## src/rtl/frame_tx_scheduler_if.sv

```systemverilog
// Byte-stream handshake between the frame scheduler and the UART transmitter.
// A byte transfers on any clock edge where tx_valid and tx_ready are both high.
interface frame_tx_scheduler_if;
  logic [7:0] tx_data;
  logic       tx_valid;
  logic       tx_ready;

  // Byte source (scheduler side)
  modport master (
    output tx_data,
    output tx_valid,
    input  tx_ready
  );

  // Byte sink (UART side)
  modport slave (
    input  tx_data,
    input  tx_valid,
    output tx_ready
  );
endinterface

```

## src/rtl/frame_tx_scheduler.sv

```systemverilog
// Snapshots the pong game state on request and streams it to the UART as a
// 7-byte frame: header, ball x/y, paddle rows, packed scores, XOR checksum.
// All state is captured in one cycle so a frame is never torn.
module frame_tx_scheduler #(
  parameter logic [7:0]  HEADER = 8'hA5,
  parameter int unsigned OVR_W  = 8
) (
  input  logic                clock,
  input  logic                reset,
  input  logic                tick,
  input  logic [7:0]          ball_x,
  input  logic [7:0]          ball_y,
  input  logic [7:0]          paddle_0_x,
  input  logic [7:0]          paddle_1_x,
  input  logic [3:0]          score_0,
  input  logic [3:0]          score_1,
  frame_tx_scheduler_if.master tx,
  output logic                busy,
  output logic                frame_done,
  output logic [OVR_W-1:0]    overrun_count
);

  typedef enum logic [0:0] {StIdle, StSend} state_e;

  localparam logic [2:0]       LastIdx = 3'd6;
  localparam logic [OVR_W-1:0] OvrMax  = {OVR_W{1'b1}};

  state_e           state_q;
  logic [2:0]       idx_q;
  logic [7:0]       tx_data_q;
  logic             tx_valid_q;
  logic             busy_q;
  logic             frame_done_q;
  logic             pending_q;
  logic [OVR_W-1:0] overrun_q;

  // Snapshot of the frame payload (B1..B6)
  logic [7:0] snap_ball_x_q;
  logic [7:0] snap_ball_y_q;
  logic [7:0] snap_paddle_0_q;
  logic [7:0] snap_paddle_1_q;
  logic [7:0] snap_score_q;
  logic [7:0] snap_chk_q;

  logic [7:0] score_byte;
  logic [7:0] checksum;
  logic       accept;
  logic       last_accept;
  logic       start_req;
  logic       capture;
  logic [2:0] idx_next;
  logic [7:0] next_byte;

  // Capture-side payload and the handshake/sequencing decisions
  always_comb begin
    score_byte  = {score_0, score_1};
    checksum    = ball_x ^ ball_y ^ paddle_0_x ^ paddle_1_x ^ score_byte;
    accept      = tx_valid_q & tx.tx_ready;
    last_accept = (state_q == StSend) && accept && (idx_q == LastIdx);
    start_req   = tick | pending_q;
    // A new snapshot starts from idle, or back to back as the last byte leaves
    capture     = start_req && ((state_q == StIdle) || last_accept);
    idx_next    = idx_q + 3'd1;
  end

  // Byte to present once the current byte has been accepted
  always_comb begin
    next_byte = 8'h00;
    case (idx_next)
      3'd1:    next_byte = snap_ball_x_q;
      3'd2:    next_byte = snap_ball_y_q;
      3'd3:    next_byte = snap_paddle_0_q;
      3'd4:    next_byte = snap_paddle_1_q;
      3'd5:    next_byte = snap_score_q;
      3'd6:    next_byte = snap_chk_q;
      default: next_byte = 8'h00;
    endcase
  end

  // Frame FSM with registered outputs, snapshot and overrun tracking
  always_ff @(posedge clock) begin
    if (reset) begin
      state_q         <= StIdle;
      idx_q           <= 3'd0;
      tx_data_q       <= 8'h00;
      tx_valid_q      <= 1'b0;
      busy_q          <= 1'b0;
      frame_done_q    <= 1'b0;
      pending_q       <= 1'b0;
      overrun_q       <= '0;
      snap_ball_x_q   <= 8'h00;
      snap_ball_y_q   <= 8'h00;
      snap_paddle_0_q <= 8'h00;
      snap_paddle_1_q <= 8'h00;
      snap_score_q    <= 8'h00;
      snap_chk_q      <= 8'h00;
    end else begin
      frame_done_q <= last_accept;
      if (capture) begin
        // Any tick this cycle is consumed by the capture itself
        snap_ball_x_q   <= ball_x;
        snap_ball_y_q   <= ball_y;
        snap_paddle_0_q <= paddle_0_x;
        snap_paddle_1_q <= paddle_1_x;
        snap_score_q    <= score_byte;
        snap_chk_q      <= checksum;
        pending_q       <= 1'b0;
        idx_q           <= 3'd0;
        tx_data_q       <= HEADER;
        tx_valid_q      <= 1'b1;
        busy_q          <= 1'b1;
        state_q         <= StSend;
      end else if (state_q == StSend) begin
        if (tick) begin
          if (!pending_q) begin
            pending_q <= 1'b1;
          end else if (overrun_q != OvrMax) begin
            overrun_q <= overrun_q + OVR_W'(1);
          end
        end
        if (accept) begin
          if (idx_q == LastIdx) begin
            idx_q      <= 3'd0;
            tx_valid_q <= 1'b0;
            busy_q     <= 1'b0;
            state_q    <= StIdle;
          end else begin
            idx_q     <= idx_next;
            tx_data_q <= next_byte;
          end
        end
      end
    end
  end

  assign tx.tx_data    = tx_data_q;
  assign tx.tx_valid   = tx_valid_q;
  assign busy          = busy_q;
  assign frame_done    = frame_done_q;
  assign overrun_count = overrun_q;

endmodule

```

## src/flat_wrapper.sv

```systemverilog
// flat-port wrapper written by rule: the top's interface ports become plain ports
module frame_tx_scheduler_flat 
#(
  parameter logic [7:0]  HEADER = 8'hA5,
  parameter int unsigned OVR_W  = 8
)
  (clock, reset, tick, ball_x, ball_y, paddle_0_x, paddle_1_x, score_0, score_1, busy, frame_done, overrun_count, tx_tx_data, tx_tx_valid, tx_tx_ready);
  frame_tx_scheduler_if tx_i ();
  input  logic clock;
  input  logic reset;
  input  logic tick;
  input  logic [7:0] ball_x;
  input  logic [7:0] ball_y;
  input  logic [7:0] paddle_0_x;
  input  logic [7:0] paddle_1_x;
  input  logic [3:0] score_0;
  input  logic [3:0] score_1;
  output logic busy;
  output logic frame_done;
  output logic [OVR_W-1:0] overrun_count;
  output wire logic [$bits(tx_i.tx_data)-1:0] tx_tx_data;
  output wire logic [$bits(tx_i.tx_valid)-1:0] tx_tx_valid;
  input wire logic [$bits(tx_i.tx_ready)-1:0] tx_tx_ready;
  assign tx_tx_data = tx_i.tx_data;
  assign tx_tx_valid = tx_i.tx_valid;
  assign tx_i.tx_ready = tx_tx_ready;
  frame_tx_scheduler #(.HEADER(HEADER), .OVR_W(OVR_W)) u_core (.clock(clock), .reset(reset), .tick(tick), .ball_x(ball_x), .ball_y(ball_y), .paddle_0_x(paddle_0_x), .paddle_1_x(paddle_1_x), .score_0(score_0), .score_1(score_1), .tx(tx_i), .busy(busy), .frame_done(frame_done), .overrun_count(overrun_count));
endmodule
```

## config.mk

```make
export PLATFORM = sky130hd
export DESIGN_NAME = frame_tx_scheduler_flat
export DESIGN_NICKNAME = d
export VERILOG_FILES = /design/src/rtl/frame_tx_scheduler_if.sv /design/src/rtl/frame_tx_scheduler.sv /design/src/flat_wrapper.sv
export SDC_FILE = /design/constraint.sdc
export NUM_CORES = 1
export LEC_CHECK = 0
export BUFFER_PORTS_ARGS = -buffer_cell sky130_fd_sc_hd__buf_4
export CAP_MARGIN = 15
export CORE_UTILIZATION = 45
export DETAILED_ROUTE_END_ITERATION = 10
export PLACE_DENSITY = 0.64
export REMOVE_ABC_BUFFERS = 1
export SLEW_MARGIN = 10
export SYNTH_ARGS = -nofsm -noshare
export SYNTH_HDL_FRONTEND = slang
export SYNTH_SLANG_ARGS = --single-unit
```

## constraint.sdc

```tcl
create_clock -name clock -period 2.5 [get_ports clock]
set_input_delay 0.125 -clock clock [delete_from_list [all_inputs] [get_ports clock]]
set_output_delay 0.125 -clock clock [all_outputs]
set_load 0.005 [all_outputs]
```

Word-level counts from Yosys, hierarchy flattened
Index checks and enable logic that the tools add are counted.
Widths: inputs -> output; s select.
Storage, ports and cells
  register bits: 71
  latch bits: 0
  RAM bits: 0
  memory bits (read-only): 0
  input port bits: 44
  memories: 0
Operators by class
  add/sub/neg operators: 2
  multipliers: 0
  div/mod/pow operators: 0
  magnitude comparators: 0
  eq/ne operators: 9
  shift-type cells: 0
  muxes and demuxes: 14
  bitwise gates (word level): 9
  reduce and logical (&&, ||, !) cells: 14
Operators by type and width (count)
  $pmux 8 s6: 1
  $mux 8: 4
  $xor 8x8->8: 4
  $eq 3x3->1 const B: 4
  $reduce_and 3->1: 3
  $add 8x1->8 const B: 1
  $mux 1: 8
  $ne 8x8->1 const B: 1
  $eq 3x2->1 const B: 2
  $reduce_bool 2->1: 3
  $reduce_and 5->1: 1
  $reduce_and 2->1: 2
  $add 3x1->3 const B: 1
  $eq 3x1->1 const B: 1
  $logic_and 1x1->1: 3
  $mux 3: 1
  $not 1->1: 3
  $ne 2x1->1 const B: 1
  $reduce_or 2->1: 1
  $and 1x1->1: 1
  $logic_or 1x1->1: 1
  $or 1x1->1: 1

Depth between registers and ports, before layout
Gate-level depths: netlist of run 1.
  depth in word-level cells: 7
  mapped depth: 8
  gate-level depth less buffers: 6

Worst setup path after synthesis of run 1
OpenSTA, ideal clock, no wires.
  path type: flip-flop to flip-flop
  start point: register u_core.idx_q[0]
  end point: register u_core.overrun_q[7], in the netlist u_core.overrun_count[7]
  setup time: 0.070 ns
  data arrival time: 1.704 ns
  required time: 2.430 ns
  slack: 0.725 ns
  stages on the path, launching flop included: 8
  period minus slack after synthesis: 1.775 ns
  cells stage by stage: dfxtp_1 inv_1 ha_1 nand4_4 nand4_4 buf_6 or4_1 a21oi_1
On the way
  longest elaborated chain between the ends: 6
RTL lines
  start: declaration: line frame_tx_scheduler.sv:29  | logic [2:0] idx_q;
  start signal: assignment: line frame_tx_scheduler.sv:128  | idx_q <= idx_next;
  $eq 3x3->1: line frame_tx_scheduler.sv:59  | last_accept = (state_q == StSend) && accept && (idx_q == LastIdx);
  $logic_and 1x1->1: line frame_tx_scheduler.sv:59
  $logic_or 1x1->1: line frame_tx_scheduler.sv:62  | capture = start_req && ((state_q == StIdle) || last_accept);
  $logic_and 1x1->1: line frame_tx_scheduler.sv:62
  $not 1->1 (no line)
  $reduce_and 5->1 (no line)
  end signal: assignment: line frame_tx_scheduler.sv:118  | overrun_q <= overrun_q + OVR_W'(1);
  end: declaration: line frame_tx_scheduler.sv:35  | logic [OVR_W-1:0] overrun_q;
No other way between the ends.
A chain may end at the register's enable or synchronous reset.

Worst setup path after layout of run 1
  start point: register u_core.idx_q[0]
  end point: register u_core.tx_data_q[0], in the netlist u_core.tx.tx_data[0]
On the way
  longest elaborated chain between the ends: 7
RTL lines
  $add 3x1->3: line frame_tx_scheduler.sv:63  | idx_next = idx_q + 3'd1;
  $eq 3x3->1 (tied with other cells): line frame_tx_scheduler.sv:69  | case (idx_next)
  $pmux 8 s6: line frame_tx_scheduler.sv:69
  $mux 8: line frame_tx_scheduler.sv:122  | if (idx_q == LastIdx) begin
  $mux 8: line frame_tx_scheduler.sv:121  | if (accept) begin
  $mux 8: line frame_tx_scheduler.sv:113  | end else if (state_q == StSend) begin
  $mux 8: line frame_tx_scheduler.sv:99  | if (capture) begin
  end signal: assignment: line frame_tx_scheduler.sv:129  | tx_data_q <= next_byte;
  end: declaration: line frame_tx_scheduler.sv:30  | logic [7:0] tx_data_q;
Several ways; a longest one is shown, not always the timed one. The select of a mux whose other input is x is not followed.

==> results.ini, run 1 <==
[run_status]
status = complete, no violations

[route]
wl_per_cell_um = 13.66
dr.pass1.iters = 6
vias = 2952
vias_per_cell = 5.338
drtAntennaViolNets = 0
drc = 0
drtIter0Drc = 163
wirelength_um = 7552

[sta]
finalHoldViolCount = 0
grt_setup_unrepaired = false
relSlewSlack = 0.4750
max_freq_ghz = 0.4473
fin_crit_ns = 2.236
setup_viol = 0
setup_tns_ns = 0
fin_crit_sh = 0.8943
worst_pin_slew_ns = 0.7819
fin_skew_ns = 0.004697
maxSlewViolCount = 0

[clocking]
cts_resized = 0
cts_buffer_depth = 2
cts.clk_slew.worst_paths_ns = 0.07
htreeDepth = 3
root_buffer = clkbuf_8
postCtsSetupBuffers = 0
cts_hold_buf = 0
numCtsBuffers = 9
cts.sinks = 71
clk_latency_ns = 0.34
cts_tree = yes

[synthesis]
synth-async-reset-ratio = 0
synth_cell_type_count = 43
yosysTopAreaCell = dfxtp_1
avgSynthCellArea_sq_um = 8.542
ys_ff_latch = 71
postSynthCellCount = 399
netlist_top_cells_area = dfxtp_1 42%, nand2_1 13%, a21oi_1 9.8%, xnor3_1 5.3%, xnor2_1 2.3%
synthFlopType = dfxtp_1
synth_common_cells = 115 x nand2_1, 71 x dfxtp_1, 67 x a21oi_1
synthesis.area_sq_um = 3408
yosysWarnings = 0
synth_top_area_share = 0.4170
ys_seq_area_frac = 0.4170
synth_edf_count = 0
yosysMostFrequentCell = nand2_1

[place]
port-buffer-count = 62
gp_congestion = 0.7205
place_area_sq_um = 3904
post-dp-hpwl_um = 5144

[die]
io-pin-count = 63
initial_utilization = 0.4674
rows = 31
core_sq_um = 7292
die_x_um = 89.03
dieHeight_um = 89.03
dieArea_sq_um = 7926

[worst_setup_path]
crit_slowest_cell = xnor2_1
cpPeakStageDelay_ns = 0.64
cp.required_ns = 2.77
worst-path-buf-inv = 1
crit_type = reg2reg
cpLargestDelayFamily = XOR/XNOR gates
path_max_fanout = 8
cp_cell_sequence = ha_1 -> xnor2_1 -> buf_4 -> nand2_1 -> a311o_1 -> o22ai_1
crit_arrival_ns = 2.51
worstSetupEndpointType = register
worst_setup_path_start_kind = register

[job]
drv_cap = 0

[pwr]
comb_power_share = 0.139
p_int_mw = 1.859
vdd_drop_max_v = 0.0003390
power.switching_mw = 0.6266
total_power_mw = 2.485
clkPwrFrac = 0.362
sw_frac_of_total = 0.2521
powerDensity_nw_per_um2 = 607.1
seqPwrFrac = 0.499
p_leak_nw = 1.688

[grt]
antenna_found_initial = 0
grt_pass1_wl_um = 12520
grt_util_all_layers = 0.2042
grt_max_degree = 38
grt_pass1_vias = 2702
grt_overflow = 0

[cells_and_area]
num-fill-cells = 702
drive_gt1_frac = 0.2159
design_area_sq_um = 4094
fin_util = 0.5614
nNetsFinal = 499
area_growth_pct = 20.12
diodes = 0

[hold_path]
hp-class = in2reg

final cells by class:
type	instances	area, sq um	share of cell area
clock buffers	12	145.1	0.03545
multi-input cells	294	1822	0.4450
clock inverters	4	45.04	0.01100
well taps	99	123.9	0.03026
repair buffers	70	525.5	0.1284
inverters	3	11.26	0.002751
flip-flops and latches	71	1421	0.3472
worst register-to-register path, delay by kind of cell, from the launching register on:
family                     cells  cell delay (ns)
adders and majority gates      1             0.26
buffers and inverters          1             0.28
DFF                            1             0.34
AOI/OAI and AO/OA              2             0.58
xor gates and xnor gates       1             0.64
and+or+nand+nor                1             0.06
flip-flops by register name, summed over array words and instances, names as in the netlist:
name                    flops
u_core.overrun_count        8
u_core.snap_ball_x_q        8
u_core.snap_ball_y_q        8
u_core.snap_chk_q           8
u_core.snap_paddle_0_q      8
u_core.snap_paddle_1_q      8
u_core.snap_score_q         8
u_core.tx.tx_data           8
u_core.idx_q                3
u_core.frame_done           1
u_core.pending_q            1
u_core.state_q              1
u_core.tx.tx_valid          1
per-layer routing:
metal,GRT usage,wire (um)
met2,0.3392,3626
met1,0.2675,3527
met3,0.03416,314
met4,0.07792,84
met5,0,0
cell usage in the layout (no fill, tap or decap), types with 4 or more instances in the layout:
master / count
a221oi_1: 8
nand2_1: 115
a21oi_1: 67
clkbuf_8: 10
a222oi_1: 6
dfxtp_1: 71
o21ai_0: 4
buf_4: 70
xnor2_1: 9
xor2_1: 9
o22ai_1: 4
mux2_2: 5
ha_1: 6
a2bb2oi_1: 4
xnor3_1: 8
nor2_1: 9
nand3_1: 6
final timing paths:
| path | slack (ns) | endpoint | start | depth (start not counted) |
|---|---|---|---|---|
| worst max-delay path | 0.26 | u_core.tx.tx_data[0] | u_core.idx_q[0] | 6 |
| worst min-delay path | 0.03 | u_core.snap_paddle_0_q[4] | paddle_0_x[4] | 3 |
| worst max register to register | 0.26 | u_core.tx.tx_data[0] | u_core.idx_q[0] | 6 |
| worst min register to register | 0.45 | u_core.snap_chk_q[5] | u_core.snap_chk_q[5] | 2 |
kinds of logic after synthesis:
logic type	after synthesis	synth area share
AO/OA/AOI/OAI	105	0.1880
XOR/XNOR	26	0.09912
adder cells (fa/ha/maj)	6	0.02203
buffers and inverters	34	0.05066
flip-flops	71	0.4170
multiplexers	8	0.02533
AND/OR/NAND/NOR	149	0.1979
stage by stage:
step	setup WS (ns)	hold slack, ns	cells
final	0.2642	0.03346	553
after CTS	0.2624	0.02412	553
after floorplan	0.08045	0.1941	368
after detailed placement	0.2780	0.3912	537
after global routing	0.08965	0.03900	553
after global placement	0.3844	0.3836	537
power groups by stage:
stage          Combinational, mW  Sequential [mW]  Clock (mW)
5_1_grt                    0.388             1.25       0.967
2_1_floorplan              0.205             1.25           0
4_1_cts                    0.348             1.24       0.914
3_5_place_dp               0.347             1.27           0
6_report                   0.346             1.24       0.899
3_3_place_gp               0.343             1.27           0
No activity file was read; power rests on OpenSTA's default activity.
==> run 2, diff against run 1 <==
--- a/config.mk
+++ b/config.mk
@@ -5,11 +5,12 @@
 export SDC_FILE = /design/constraint.sdc
 export NUM_CORES = 1
 export LEC_CHECK = 0
+export ABC_AREA = 1
 export BUFFER_PORTS_ARGS = -buffer_cell sky130_fd_sc_hd__buf_4
 export CAP_MARGIN = 15
 export CORE_UTILIZATION = 45
 export DETAILED_ROUTE_END_ITERATION = 10
-export PLACE_DENSITY = 0.64
+export PLACE_DENSITY_LB_ADDON = 0.1
 export REMOVE_ABC_BUFFERS = 1
 export SLEW_MARGIN = 10
 export SYNTH_ARGS = -nofsm -noshare
==> results.ini, run 2 <==
[worst_setup_path]
cpPeakStageDelay_ns = 0.42
crit_arrival_ns = 2.29
path_max_fanout = 29
crit_slowest_cell = dfxtp_1
cp.required_ns = 2.77
worst_setup_path_start_kind = register
crit_type = reg2reg
cp_cell_sequence = inv_1 -> ha_1 -> nand2_1 -> inv_2 -> nand2_2 -> a21oi_4 -> buf_4 -> nor2_1 -> o21ai_0 -> a21oi_1
worstSetupEndpointType = register

[synthesis]
netlist_top_cells_area = dfxtp_1 40%, nand2_1 11%, o21ai_0 9.1%, nor2_1 7.3%, a21oi_1 6.9%
yosysMostFrequentCell = nand2_1
postSynthCellCount = 511
ys_ff_latch = 71
synth_top_family_by_area = simple AND/OR/NAND/NOR gates
yosysWarnings = 0
avgSynthCellArea_sq_um = 7.005
synth_cell_type_count = 25
synthMuxAreaShare = 0
synthesis.area_sq_um = 3580
synth_common_cells = 102 x nand2_1, 71 x dfxtp_1, 70 x nor2_1
ys_seq_area_frac = 0.3971
synth_edf_count = 0
synth_top_area_share = 0.3971
synth-simple-area-share = 0.2237
synth_compound_area_frac = 0.1723
synth_xor_area_frac = 0.08808
yosysTopAreaCell = dfxtp_1
synthFlopType = dfxtp_1
synth-adder-area-share = 0.02097
synth-async-reset-ratio = 0

[hold_path]
hp-class = in2reg

[die]
io-pin-count = 63
rows = 32
core_sq_um = 7727
dieHeight_um = 91.19
dieArea_sq_um = 8316
die_x_um = 91.19
initial_utilization = 0.4632

[route]
wl_per_cell_um = 11.90
vias_per_cell = 4.920
vias = 3321
drtAntennaViolNets = 0
drtIter0Drc = 101
wirelength_um = 8033
dr.pass1.iters = 5
drc = 0

[run_status]
status = complete, no violations

[clocking]
cts.sinks = 71
htreeDepth = 3
postCtsSetupBuffers = 0
cts_tree = yes
cts_buffer_depth = 2
clk_latency_ns = 0.34
cts_resized = 0
cts_hold_buf = 0
numCtsBuffers = 9
root_buffer = clkbuf_8
cts.clk_slew.worst_paths_ns = 0.08

[sta]
max_freq_ghz = 0.4964
setup_tns_ns = 0
relSlewSlack = 0.5486
fin_crit_ns = 2.014
fin_skew_ns = 0.008774
setup_ws_ns = 0.4857
worst_pin_slew_ns = 0.6763
grt_setup_unrepaired = false
setup_viol = 0
finalHoldViolCount = 0
fin_crit_sh = 0.8057
maxSlewViolCount = 0

[grt]
grt_pass1_vias = 3042
grt_max_degree = 43
grt_util_all_layers = 0.2045
grt_overflow = 0
grt_pass1_wl_um = 13630
antenna_found_initial = 0

[cells_and_area]
diodes = 0
fin_util = 0.5644
instances_no_fill = 675
drive_gt1_frac = 0.1588
area_growth_pct = 21.85
nNetsFinal = 618
layout_common_cells = 102 x nand2_1, 71 x dfxtp_1, 70 x nor2_1
final_common_cell = nand2_1
num-fill-cells = 755

[place]
dpl_worst_slack_ns = 0.4935
port-buffer-count = 62
post-dp-hpwl_um = 5801
dp.cells = 659
gp_congestion = 0.8393

[pwr]
powerDensity_nw_per_um2 = 640.2
vdd_drop_max_v = 0.0003261
p_leak_nw = 2.043

[job]
drv_cap = 0

[run 2: cell count changes in the layout (fill, tap and decap cells not counted), moves of 9 or more]
cell,change
o21ai_0,+61
a21oi_1,-18
xor2_1,+9
nand2_1,-13
nor2_1,+61
xnor2_1,+9
inv_1,+53
[run 2: report_power, final]
part	switching, mW	internal, mW
combinational	0.208	0.172
sequential	0.0411	1.21
clock	0.439	0.718
[run 2: kinds of logic (layout without fill, tap and decap cells)]
group / Yosys count / after routing
AOI/OAI and AO/OA: 120 / 120
buffers and inverters: 78 / 140
xor gates and xnor gates: 36 / 36
adders and majority gates: 6 / 6
DFF: 71 / 71
and+or+nand+nor: 200 / 200
[run 2: layer usage]
layer | vias up | track usage | part of all wire
met5 | - | 0 | 0
met4 | 0 | 0.09259 | 0.022
met3 | 13 | 0.03518 | 0.029
met2 | 67 | 0.3409 | 0.46
met1 | 1506 | 0.2578 | 0.49
li1 | 1735 | - | -
[run 2: through the flow]
stage               power, mW  hold WS [ns]  area, sq um
finish                  2.792       0.02014         4362
global route            2.937       0.01609         4362
CTS                     2.806       0.01875         4362
detailed placement      1.664        0.3704         4106
global placement        1.656        0.3656         4106
floorplan               1.499        0.1941         3443
[run 2: worst max-delay path: cells and delay by family (launching register included)]
family                     cells  cell delay [ns]
buffers and inverters          3             0.36
and+or+nand+nor                3             0.54
AOI/OAI and AO/OA              3             0.36
DFF                            1             0.42
adders and majority gates      1             0.26
[run 2: worst paths after layout]
path,from,endpoint,slack [ns],cells after the start
worst min register to register,u_core.snap_paddle_0_q[3],u_core.snap_paddle_0_q[3],0.45,2
worst min-delay path,ball_x[1],u_core.snap_ball_x_q[1],0.02,3
worst max-delay path,u_core.idx_q[0],u_core.tx.tx_data[1],0.49,10
worst max register to register,u_core.idx_q[0],u_core.tx.tx_data[1],0.49,10
[run 2: area by class of cell]
type                       instances  area, sq um  area share
clock inverter                     5        103.9     0.02381
tap                              102        127.6     0.02926
clock buffer                      11        151.4     0.03471
sequential                        71         1421      0.3259
timing repair buffer              67        528.0      0.1211
multi-input combinational        362         1815      0.4162
inverter                          57        214.0     0.04905
